**src/rtl/mux_display_driver_pkg.sv**
```systemverilog
// Shared definitions for the multiplexed 15-segment display driver:
// segment bus width, blank pattern and a width helper for counters.
package mux_display_driver_pkg;

   localparam int SEG_W = 15;

   typedef logic [SEG_W-1:0] seg_t;

   localparam seg_t SEG_BLANK = 15'h0000;

   // Bits needed to hold 0..value-1, never less than one so 1-entry counters stay legal.
   function automatic int clog2_min1(input int value);
      int width;
      width = 1;
      while ((1 << width) < value) begin
         width = width + 1;
      end
      return width;
   endfunction

endpackage

```
**src/rtl/mux_display_driver_decoder.sv**
```systemverilog
// Library decoder: 4-bit code to 15-segment pattern.
// Bits: 0..5 = a..f, 6 = g1, 7 = g2, 8..13 = h..m, 14 = dp.
module mux_display_driver_decoder
   import mux_display_driver_pkg::*;
(
   input  logic [3:0] i_code,
   output seg_t       o_segments
);

   // Code to pattern lookup; B and D use the centre vertical bars (i, l).
   always_comb begin
      case (i_code)
         4'h0:    o_segments = 15'h003F;
         4'h1:    o_segments = 15'h0006;
         4'h2:    o_segments = 15'h00DB;
         4'h3:    o_segments = 15'h008F;
         4'h4:    o_segments = 15'h00E6;
         4'h5:    o_segments = 15'h00ED;
         4'h6:    o_segments = 15'h00FD;
         4'h7:    o_segments = 15'h0007;
         4'h8:    o_segments = 15'h00FF;
         4'h9:    o_segments = 15'h00EF;
         4'hA:    o_segments = 15'h00F7;
         4'hB:    o_segments = 15'h128F;
         4'hC:    o_segments = 15'h0039;
         4'hD:    o_segments = 15'h120F;
         4'hE:    o_segments = 15'h0079;
         4'hF:    o_segments = 15'h0071;
         default: o_segments = SEG_BLANK;
      endcase
   end

endmodule

```
**src/rtl/mux_display_driver.sv**
```systemverilog
// Time-multiplexed driver for a row of 15-segment digits with dead-time,
// double-buffered code loading, leading-zero blanking and per-digit blink.
module mux_display_driver
   import mux_display_driver_pkg::*;
#(
   parameter int DIGITS       = 4,
   parameter int PRESCALE     = 1000,
   parameter int BLINK_FRAMES = 64
)(
   input  logic                  clk,
   input  logic                  rst_n,
   input  logic                  enable,
   input  logic [4*DIGITS-1:0]   codes_in,
   input  logic                  load,
   output logic                  pending,
   output logic                  load_ack,
   input  logic                  blank_lz,
   input  logic [DIGITS-1:0]     blink_mask,
   output logic [DIGITS-1:0]     digit_sel,
   output logic [SEG_W-1:0]      segments,
   output logic                  frame_tick
);

   localparam int IW = clog2_min1(DIGITS);
   localparam int PW = clog2_min1(PRESCALE);
   localparam int FW = clog2_min1(BLINK_FRAMES);

   localparam logic [PW-1:0]     PCNT_LAST = PW'(PRESCALE - 1);
   localparam logic [IW-1:0]     IDX_LAST  = IW'(DIGITS - 1);
   localparam logic [FW-1:0]     FCNT_LAST = FW'(BLINK_FRAMES - 1);
   localparam logic [DIGITS-1:0] SEL_ONE   = {{(DIGITS-1){1'b0}}, 1'b1};

   logic [PW-1:0]             r_pcnt;
   logic [IW-1:0]             r_idx;
   logic [FW-1:0]             r_fcnt;
   logic                      r_phase;
   logic [DIGITS-1:0][3:0]    r_active;
   logic [DIGITS-1:0][3:0]    r_shadow;
   logic                      r_pending;
   logic                      r_load_ack;
   logic [DIGITS-1:0]         r_digit_sel;
   seg_t                      r_segments;
   logic                      r_frame_tick;

   logic                      w_slot_end;
   logic                      w_frame_end;
   logic [3:0]                w_code;
   seg_t                      w_dec_seg;
   logic [DIGITS-1:0]         w_lz_blank;
   logic                      w_blanked;

   assign w_slot_end  = enable & (r_pcnt == PCNT_LAST);
   assign w_frame_end = w_slot_end & (r_idx == IDX_LAST);
   assign w_code      = r_active[r_idx];

   mux_display_driver_decoder u_display_decoder (
      .i_code     (w_code),
      .o_segments (w_dec_seg)
   );

   // A digit is a leading zero when it and every more-significant digit are zero; digit 0 always shows.
   always_comb begin : lz_scan
      logic w_zero_run;
      w_zero_run = 1'b1;
      w_lz_blank = {DIGITS{1'b0}};
      for (int i = DIGITS - 1; i >= 0; i--) begin
         w_zero_run    = w_zero_run & (r_active[i] == 4'h0);
         w_lz_blank[i] = w_zero_run & (i != 0);
      end
   end

   assign w_blanked = (blank_lz & w_lz_blank[r_idx]) | (r_phase & blink_mask[r_idx]);

   // Slot prescaler, digit index and blink frame counter; all hold while disabled.
   always_ff @(posedge clk or negedge rst_n) begin
      if (!rst_n) begin
         r_pcnt  <= {PW{1'b0}};
         r_idx   <= {IW{1'b0}};
         r_fcnt  <= {FW{1'b0}};
         r_phase <= 1'b0;
      end else if (enable) begin
         if (w_slot_end) begin
            r_pcnt <= {PW{1'b0}};
            r_idx  <= (r_idx == IDX_LAST) ? {IW{1'b0}} : r_idx + IW'(1);
         end else begin
            r_pcnt <= r_pcnt + PW'(1);
         end
         if (w_frame_end) begin
            if (r_fcnt == FCNT_LAST) begin
               r_fcnt  <= {FW{1'b0}};
               r_phase <= ~r_phase;
            end else begin
               r_fcnt <= r_fcnt + FW'(1);
            end
         end
      end
   end

   // Shadow/active double buffer: commits only at the frame boundary so a frame never tears.
   always_ff @(posedge clk or negedge rst_n) begin
      if (!rst_n) begin
         r_shadow   <= {(4*DIGITS){1'b0}};
         r_active   <= {(4*DIGITS){1'b0}};
         r_pending  <= 1'b0;
         r_load_ack <= 1'b0;
      end else begin
         if (load) begin
            r_shadow <= codes_in;
         end
         if (w_frame_end) begin
            if (load) begin
               r_active <= codes_in;
            end else if (r_pending) begin
               r_active <= r_shadow;
            end
            r_pending  <= 1'b0;
            r_load_ack <= load | r_pending;
         end else begin
            r_load_ack <= 1'b0;
            if (load) begin
               r_pending <= 1'b1;
            end
         end
      end
   end

   // Pin registers: slot cycle 0 is dead-time so adjacent digits never overlap.
   always_ff @(posedge clk or negedge rst_n) begin
      if (!rst_n) begin
         r_digit_sel  <= {DIGITS{1'b0}};
         r_segments   <= SEG_BLANK;
         r_frame_tick <= 1'b0;
      end else begin
         r_frame_tick <= w_frame_end;
         if (!enable || (r_pcnt == {PW{1'b0}})) begin
            r_digit_sel <= {DIGITS{1'b0}};
            r_segments  <= SEG_BLANK;
         end else begin
            r_digit_sel <= SEL_ONE << r_idx;
            r_segments  <= w_blanked ? SEG_BLANK : w_dec_seg;
         end
      end
   end

   assign pending    = r_pending;
   assign load_ack   = r_load_ack;
   assign digit_sel  = r_digit_sel;
   assign segments   = r_segments;
   assign frame_tick = r_frame_tick;

endmodule

```
**config.mk**
```make
export PLATFORM = sky130hd
export DESIGN_NAME = mux_display_driver
export DESIGN_NICKNAME = d
export VERILOG_FILES = /design/src/rtl/mux_display_driver_pkg.sv /design/src/rtl/mux_display_driver_decoder.sv /design/src/rtl/mux_display_driver.sv
export SDC_FILE = /design/constraint.sdc
export NUM_CORES = 1
export LEC_CHECK = 0
export ABC_AREA = 1
export CORE_AREA = 2 2 82 84
export CTS_CLUSTER_DIAMETER = 30
export DETAILED_ROUTE_END_ITERATION = 6
export DIE_AREA = 0 0 84 86
export GPL_TIMING_DRIVEN = 0
export PLACE_DENSITY = 0.82
export SLEW_MARGIN = 0
export SYNTH_ARGS = -nofsm -noshare
export SYNTH_HDL_FRONTEND = slang
export SYNTH_SLANG_ARGS = --single-unit
```
**constraint.sdc**
```tcl
create_clock -name clk -period 2.55 [get_ports clk]
set_input_delay 0.3825 -clock clk [delete_from_list [all_inputs] [get_ports clk]]
set_output_delay 0.3825 -clock clk [all_outputs]
set_load 0.005 [all_outputs]
```
==> summary.md, run 1 <==
| Metric | Value |
|---|---|
| Status | `completed` |
| Worst Setup Path Type | `register to register` |
| Via count of the first global-routing pass | `2638` |
| Category of the worst setup path launch point | `register` |
| Yosys warning count | `0` |
| Worst-path clk slew | `80 ps` |
| Cts-stage hold buffer count | `0` |
| Final cell count without fillers | `560` |
| # placed instances | `544` |
| Highest clock rate | `0.466 GHz` |
| Utilization after layout | `65.6%` |
| Minimum period implied by the final worst setup slack | `2140 ps` |
| Number of standard cells after synthesis | `423` |
| Setup repair after global routing missed its margin | `no` |
| Share of layout cells above drive strength 1 | `8.90%` |
| Fill cell count | `513` |
| Buffer type at the clock tree root | `sky130_fd_sc_hd__clkbuf_8` |
| Cell Chain, Critical Path | `buf_2 -> inv_1 -> buf_2 -> nand3_1 -> nand2_1 -> inv_1 -> ha_1 -> inv_1 -> nand3_1 -> nand2_1 -> nor2_1 -> nor3_1` |
| Endpoint kind of the worst setup timing path | `register` |
| Die H | `86 um` |
| Biggest fanout along the worst timing path | `11` |
| Slew of the pin with the lowest slew margin | `816 ps` |
| Fin Hold WS | `118 ps` |
| Total detailed-routing wirelength | `6670 um` |
| Synth top area share | `49.0%` |
| Iter 0 DRT Violations | `257` |
| Worst-case clock skew | `9.93 ps` |
| H-tree level count | `3` |
| Commonest cells after routing, fill and taps aside | `150 x sky130_fd_sc_hd__nand2_1, 67 x sky130_fd_sc_hd__dfrtp_1, 42 x sky130_fd_sc_hd__inv_1, 41 x sky130_fd_sc_hd__nor2_1, 39 x sky130_fd_sc_hd__clkdlybuf4s50_1` |
| Final setup fails | `0` |
| Number of gates resized after cts | `0` |
| First-pass DRT Iterations | `4` |
| Overall die area | `7220 um^2` |
| Biggest area contributors in the synthesized netlist | `sky130_fd_sc_hd__dfrtp_1 49%, sky130_fd_sc_hd__nand2_1 16%, sky130_fd_sc_hd__ha_1 5.1%, sky130_fd_sc_hd__nand3_1 4.7%, sky130_fd_sc_hd__inv_1 4.6%` |
| Register bit count reported by yosys | `67` |
| Area used by multi-input combinational logic | `1470 um^2` |
| Vias per cell | `4.98` |
| Standard-cell row count | `29` |
| Number of endpoints with negative hold slack in the final report | `0` |
| Weighted congestion at the end of routability-driven global placement | `0.882` |
| Overflow left after global routing | `0` |
| Clock tree from TritonCTS | `built` |
| First-pass GRT wire length | `11800 um` |
| Area taken by flip-flops and latches | `1680 um^2` |
| Diodes inserted | `0` |
| Kind of path behind the tightest hold check | `input port to asynchronous set/reset pin` |
| Leading cell type in the layout, fill and taps excluded | `sky130_fd_sc_hd__nand2_1` |
| Max_cap viols | `0` |
| Antenna violations before repair | `0` |
| Tightest slew margin relative to the limit | `45.6%` |
| Cell area reported after detailed placement | `3930 um^2` |
| Initial core utilization | `54.6%` |
| Clock Path Buffers | `2` |
| Pin count of the biggest net entering global routing | `68` |
| Post-Syn Area | `3420 um^2` |
| Sinks on the clock net | `67` |
| Area growth from synthesis to layout | `20.3%` |
| Post-DP HPWL | `4930 um` |
| Cell taking the most area after synthesis | `sky130_fd_sc_hd__dfrtp_1` |
| Data required time of the critical path | `2800 ps` |
| Floorplan die width | `84 um` |
| ANT nets after route | `0` |
| Final critical-path setup slack | `406 ps` |
| Clock buffers created by TritonCTS | `9` |
| Critical path data arrival time | `2390 ps` |
| GR Util All Layers | `20.3%` |
| Final non-filler cell area | `4120 um^2` |
| Number of vias after detailed routing | `2787` |
| Placeable Area | `6280 um^2` |
| Static Leak | `2.17 nW` |
| Most numerous cell on the critical path | `sky130_fd_sc_hd__inv_1` |
| Setup TNS after final layout | `0 ps` |
| Post-layout power | `2.36 mW` |
| Unique masters post-synth | `31` |
| Residual DRC | `0` |
| Critical path's largest stage delay | `400 ps` |
| Pre-CTS worst setup slack | `341 ps` |
| Number of buffers added for setup after CTS | `0` |
| Power density relative to cell area | `572 nW/um^2` |
| Post-Synthesis Mean Instance Area | `8.10 um^2` |
| Final Slew Violations | `0` |
| Routed length per placed instance | `11.9 um` |
| Clk_lat worst skew | `340 ps` |
| Worst VDD drop | `0.370 mV` |
| Critical path's slowest cell | `sky130_fd_sc_hd__dfrtp_1` |
| Final period util | `84.1%` |
| Final Net Count | `517` |
| Number of placed I/O pins | `47` |
| I/O Buffers | `40` |
| Fraction of the yosys area taken by sequential cells | `49.0%` |
==> area by class of cell <==
cell class | instances | share of cell area (%)
Sequential cell | 67 | 40.7
Clock inverter | 6 | 1.18
Multi-Input combinational cell | 301 | 35.7
Timing Repair Buffer | 40 | 9.66
Tap cell | 77 | 2.34
Inverter | 45 | 4.40
Clock buffer | 10 | 3.34
Buffer | 14 | 2.70
==> per-layer routing <==
layer	part of all wire (%)	track usage [%]	wire [um]
met1	48	27.3	3220
met2	45	32.8	3040
met3	4.9	4.91	329
met4	1.3	6.30	87
met5	0	0	0
==> power breakdown <==
group	internal, mW	switching (mW)	total (mW)
logic	0.126	0.189	0.315
clock network	0.387	0.431	0.819
registers	1.15	0.0739	1.22
==> path summary, 6_finish.rpt <==
check | start | to | slack (ps) | cells past startpoint
worst max-delay path | r_idx[1]$_DFFE_PN0P_ | segments[6]$_DFF_PN0_ | 410 | 12
worst min-delay path | rst_n | r_shadow[10]$_DFFE_PN0P_ | 120 | 1
worst max register to register | r_idx[1]$_DFFE_PN0P_ | segments[6]$_DFF_PN0_ | 410 | 12
worst min register to register | r_shadow[8]$_DFFE_PN0P_ | r_shadow[8]$_DFFE_PN0P_ | 470 | 2
max in group asynchronous | rst_n | r_fcnt[0]$_DFFE_PN0P_ | 1880 | 1
min in group clk | load | r_shadow[7]$_DFFE_PN0P_ | 470 | 3
==> cell families (layout without fill, tap and decap cells) <==
logic type	after synthesis	after routing	synth area share, %
AO/OA/AOI/OAI	33	33	5.44
XOR/XNOR	6	6	1.53
adder cells (fa/ha/maj)	14	14	5.12
buffers and inverters	59	115	8.55
flip-flops	67	67	49.0
other	1	5	0.110
AND/OR/NAND/NOR	243	243	30.3
==> cells in the mapped netlist <==
| library cell | n |
|---|---|
| sky130_fd_sc_hd__o21ai_0 | 16 |
| sky130_fd_sc_hd__xnor2_1 | 2 |
| sky130_fd_sc_hd__o31ai_1 | 1 |
| sky130_fd_sc_hd__o21a_1 | 1 |
| sky130_fd_sc_hd__o211ai_1 | 1 |
| sky130_fd_sc_hd__ha_1 | 14 |
| sky130_fd_sc_hd__clkinv_8 | 1 |
| sky130_fd_sc_hd__buf_2 | 3 |
| sky130_fd_sc_hd__buf_4 | 6 |
| sky130_fd_sc_hd__buf_12 | 2 |
| sky130_fd_sc_hd__inv_2 | 2 |
| sky130_fd_sc_hd__o21bai_1 | 1 |
| sky130_fd_sc_hd__nand4_4 | 1 |
| sky130_fd_sc_hd__nand4_1 | 3 |
| sky130_fd_sc_hd__o21ai_2 | 3 |
| sky130_fd_sc_hd__inv_1 | 42 |
| sky130_fd_sc_hd__nand2_2 | 4 |
| sky130_fd_sc_hd__nand2_8 | 1 |
| sky130_fd_sc_hd__nand2_1 | 150 |
| sky130_fd_sc_hd__clkbuf_1 | 3 |
| sky130_fd_sc_hd__a21oi_1 | 10 |
| sky130_fd_sc_hd__conb_1 | 1 |
| sky130_fd_sc_hd__dfrtp_1 | 67 |
| sky130_fd_sc_hd__nor2_1 | 41 |
| sky130_fd_sc_hd__or2_2 | 1 |
| sky130_fd_sc_hd__nand3_1 | 32 |
| sky130_fd_sc_hd__xor2_1 | 4 |
| sky130_fd_sc_hd__nor2_2 | 1 |
| sky130_fd_sc_hd__nor3_1 | 7 |
| sky130_fd_sc_hd__nand3b_1 | 1 |
| sky130_fd_sc_hd__nor2_8 | 1 |
==> registers in the layout, summed over array words and instances, names as in the netlist <==
signal	count
frame_tick	1
r_active	16
r_phase	1
r_idx	2
r_fcnt	6
r_shadow	16
digit_sel	4
pending	1
segments	9
r_pcnt	10
load_ack	1
==> critical path, delay by kind of cell (launching register included) <==
| kind | cells | cell delay [ps] |
|---|---|---|
| adders and majority gates | 1 | 250 |
| DFF | 1 | 400 |
| buffers and inverters | 5 | 680 |
| and+or+nand+nor | 6 | 720 |
No activity file was read; power rests on OpenSTA's default activity.
==> inputs of run 2 (changes only) <==
--- a/config.mk
+++ b/config.mk
@@ -6,12 +6,12 @@
 export NUM_CORES = 1
 export LEC_CHECK = 0
 export ABC_AREA = 1
-export CORE_AREA = 2 2 82 84
+export CORE_AREA = 2 2 87 89
 export CTS_CLUSTER_DIAMETER = 30
 export DETAILED_ROUTE_END_ITERATION = 6
-export DIE_AREA = 0 0 84 86
+export DIE_AREA = 0 0 89 91
 export GPL_TIMING_DRIVEN = 0
-export PLACE_DENSITY = 0.82
+export PLACE_DENSITY = 0.77
 export SLEW_MARGIN = 0
 export SYNTH_ARGS = -nofsm -noshare
 export SYNTH_HDL_FRONTEND = slang
==> constraint.sdc (replaced) <==
create_clock -name clk -period 1.95 [get_ports clk]
set_input_delay 0.2925 -clock clk [delete_from_list [all_inputs] [get_ports clk]]
set_output_delay 0.2925 -clock clk [all_outputs]
set_load 0.005 [all_outputs]
==> run 2 against run 1 <==
  * Global-route usage is 1.3 points lower
  * Sequential share of layout area is 1.1 points lower
  * Register-to-register slack worse by 300 ps
  * Fmax grew 16%
  * Sequential power increased by 31%
  * Power increased by 37%
  * Wire length rose by 6.2%
  * Clock skew down 3.3 ps
  * Critical path depth stayed put
  * Final cell count increased by 4.8%
  * Critical path type unchanged
==> summary.md, run 2 (synthesis gave the netlist of run 1 again) <==
| Metric | Value |
|---|---|
| Weighted congestion at the end of routability-driven global placement | `0.834 (-5.5%)` |
| Leading cell type in the layout, fill and taps excluded | `sky130_fd_sc_hd__nand2_1` |
| Clk_lat worst skew | `330 ps (about the same)` |
| Total detailed-routing wirelength | `7090 um (+6.2%)` |
| Cts-stage hold buffer count | `0 (unchanged)` |
| Length in cells of the worst reg-to-reg path | `12 (unchanged)` |
| ANT nets after route | `0 (unchanged)` |
| Via count of the first global-routing pass | `2688 (+1.9%)` |
| Commonest cells after routing, fill and taps aside | `149 x sky130_fd_sc_hd__nand2_1, 66 x sky130_fd_sc_hd__dfrtp_1, 40 x sky130_fd_sc_hd__inv_1, 40 x sky130_fd_sc_hd__nor2_1, 39 x sky130_fd_sc_hd__clkdlybuf4s50_1` |
| Residual DRC | `0 (unchanged)` |
| Final non-filler cell area | `4240 um^2 (+2.9%)` |
| Clock tree from TritonCTS | `built` |
| Max_cap viols | `0 (unchanged)` |
| Vias per cell | `4.83 (-3.0%)` |
| Floorplan die width | `89 um (+6.0%)` |
| Worst VDD drop | `0.413 mV (+12%)` |
| Critical path data arrival time | `2110 ps (-280 ps)` |
| I/O Buffers | `40 (unchanged)` |
| Iter 0 DRT Violations | `200 (-22%)` |
| Leading registers by flop count | `r_active: 16 flops, r_shadow: 16 flops, r_pcnt: 10 flops` |
| Number of placed I/O pins | `47 (unchanged)` |
| Final Slew Violations | `0 (unchanged)` |
| Number of vias after detailed routing | `2834 (+1.7%)` |
| First-pass GRT wire length | `12000 um (+0.87%)` |
| GR Util All Layers | `18.9% (-1.3 points)` |
| Initial core utilization | `48.0% (-6.6 points)` |
| Post-DP HPWL | `5060 um (+2.5%)` |
| First-pass DRT Iterations | `4 (unchanged)` |
| Tightest slew margin relative to the limit | `45.6% (about the same)` |
| Minimum period implied by the final worst setup slack | `1850 ps (-296 ps)` |
| H-tree level count | `3 (unchanged)` |
| Standard-cell row count | `31 (+6.9%)` |
| Sinks on the clock net | `67 (unchanged)` |
| Final Net Count | `523 (+1.2%)` |
| Final setup fails | `0 (unchanged)` |
| Highest clock rate | `0.541 GHz (+16%)` |
| Share of layout cells above drive strength 1 | `10.7% (+1.8 points)` |
| Kind of path behind the tightest hold check | `input port to asynchronous set/reset pin` |
| Pin count of the biggest net entering global routing | `68 (unchanged)` |
| Area growth from synthesis to layout | `23.9%` |
| Static Leak | `2.21 nW (+2.1%)` |
| Cell area reported after detailed placement | `3960 um^2 (+0.70%)` |
| Utilization after layout | `59.4% (-6.2 points)` |
| Routed length per placed instance | `12.1 um (+1.3%)` |
| Buffer type at the clock tree root | `sky130_fd_sc_hd__clkbuf_8` |
| R2R setup slack | `100 ps (-300 ps)` |
| Worst Setup Path Type | `register to register` |
| Clock Path Buffers | `2 (unchanged)` |
| Endpoint kind of the worst setup timing path | `register` |
| Placeable Area | `7140 um^2 (+14%)` |
| Slew of the pin with the lowest slew margin | `816 ps (-0.396 ps)` |
| Clock buffers created by TritonCTS | `9 (unchanged)` |
| Terminus of the critical flop-to-flop path | `segments[5]$_DFF_PN0_` |
| Worst-path clk slew | `70 ps (about the same)` |
| Worst-case clock skew | `6.67 ps (-3.26 ps)` |
| Number of endpoints with negative hold slack in the final report | `0 (unchanged)` |
| Power density relative to cell area | `764 nW/um^2 (+34%)` |
| Data required time of the critical path | `2210 ps (-590 ps)` |
| Antenna violations before repair | `0 (unchanged)` |
| Die H | `91 um (+5.8%)` |
| Biggest fanout along the worst timing path | `11 (unchanged)` |
| Diodes inserted | `0 (unchanged)` |
| Overall die area | `8100 um^2 (+12%)` |
| Status | `completed` |
| Launching point of the worst reg2reg path | `r_idx[1]$_DFFE_PN0P_` |
| Category of the worst setup path launch point | `register` |
| Final period util | `94.8% (+11 points)` |
| Overflow left after global routing | `0 (unchanged)` |
[run 2: cell types whose count changed in the layout (fill, tap and decap cells not counted), sizes merged]
cell / delta
clkinvlp: -3
bufinv: +2
clkbuf: +3
buf: +6
inv: -2
clkinv: -1
[run 2: metal layers]
layer / track usage [%] / part of all wire, % / wire, um / up-vias
met2: 28.9 / 48 / 3380 / 82
met3: 4.36 / 4.3 / 304 / 11
met5: 0 / 0 / 0 / -
li1: - / - / - / 1432
met1: 26.0 / 46 / 3270 / 1309
met4: 7.59 / 1.8 / 129 / 0
[run 2: worst max-delay path, stage by stage (launching register included)]
cell and delay, ps:
sky130_fd_sc_hd__dfrtp_1 410, sky130_fd_sc_hd__buf_6 150, sky130_fd_sc_hd__inv_1 90, sky130_fd_sc_hd__buf_6 150, sky130_fd_sc_hd__nand3_1 100, sky130_fd_sc_hd__nand2_2 140, sky130_fd_sc_hd__inv_2 80, sky130_fd_sc_hd__ha_2 200
sky130_fd_sc_hd__inv_1 50, sky130_fd_sc_hd__nand3_1 100, sky130_fd_sc_hd__nand3_1 120, sky130_fd_sc_hd__nand2_1 80, sky130_fd_sc_hd__nor2_1 120
[run 2: cell type report]
type / instances / area (um^2)
Sequential cell: 67 / 1680
Clock inverter: 2 / 60.1
Buffer: 14 / 124
Clock buffer: 13 / 149
Fill cell: 636 / 2900
Inverter: 45 / 181
Timing Repair Buffer: 46 / 443
Tap cell: 99 / 124
Multi-Input combinational cell: 301 / 1480
[run 2: power by group]
group | switching, mW | total [mW] | internal, mW
clock | 0.476 | 1.23 | 0.750
combinational | 0.247 | 0.412 | 0.165
sequential | 0.0972 | 1.60 | 1.50
[run 2: worst max path at each step]
stage	start	to	slack (ps)	depth (start not counted)
floorplan	r_idx[1]$_DFFE_PN0P_	segments[6]$_DFF_PN0_	150	12
global placement	rst_n	r_pcnt[1]$_DFFE_PN0P_	-1560	1
detailed placement	enable	r_active[11]$_DFFE_PN0P_	-170	9
CTS	r_idx[1]$_DFFE_PN0P_	segments[5]$_DFF_PN0_	3	12
global route	r_idx[1]$_DFFE_PN0P_	segments[6]$_DFF_PN0_	-20	12
finish	r_idx[1]$_DFFE_PN0P_	segments[5]$_DFF_PN0_	100	12
[run 2: what timing repair did]
item,CTS,global route
buffers inserted,0,6
endpoints found under the setup margin,4,7
endpoints found under the hold margin,0,0
resized for setup,4,8
pin swaps,1,2
[run 2: metrics by stage]
stage	setup slack [ps]	hold slack (ps)	setup TNS [ps]	instances	power, mW
3_3_place_gp	-1560	453	-105630	566	2.01
3_5_place_dp	-174	440	-2530	566	2.03
5_1_grt	-22.3	129	-51.6	587	3.41
6_report	102	34.9	0	587	3.24
2_1_floorplan	149	-3.09	0	427	1.86
4_1_cts	2.78	77.0	0	581	3.26
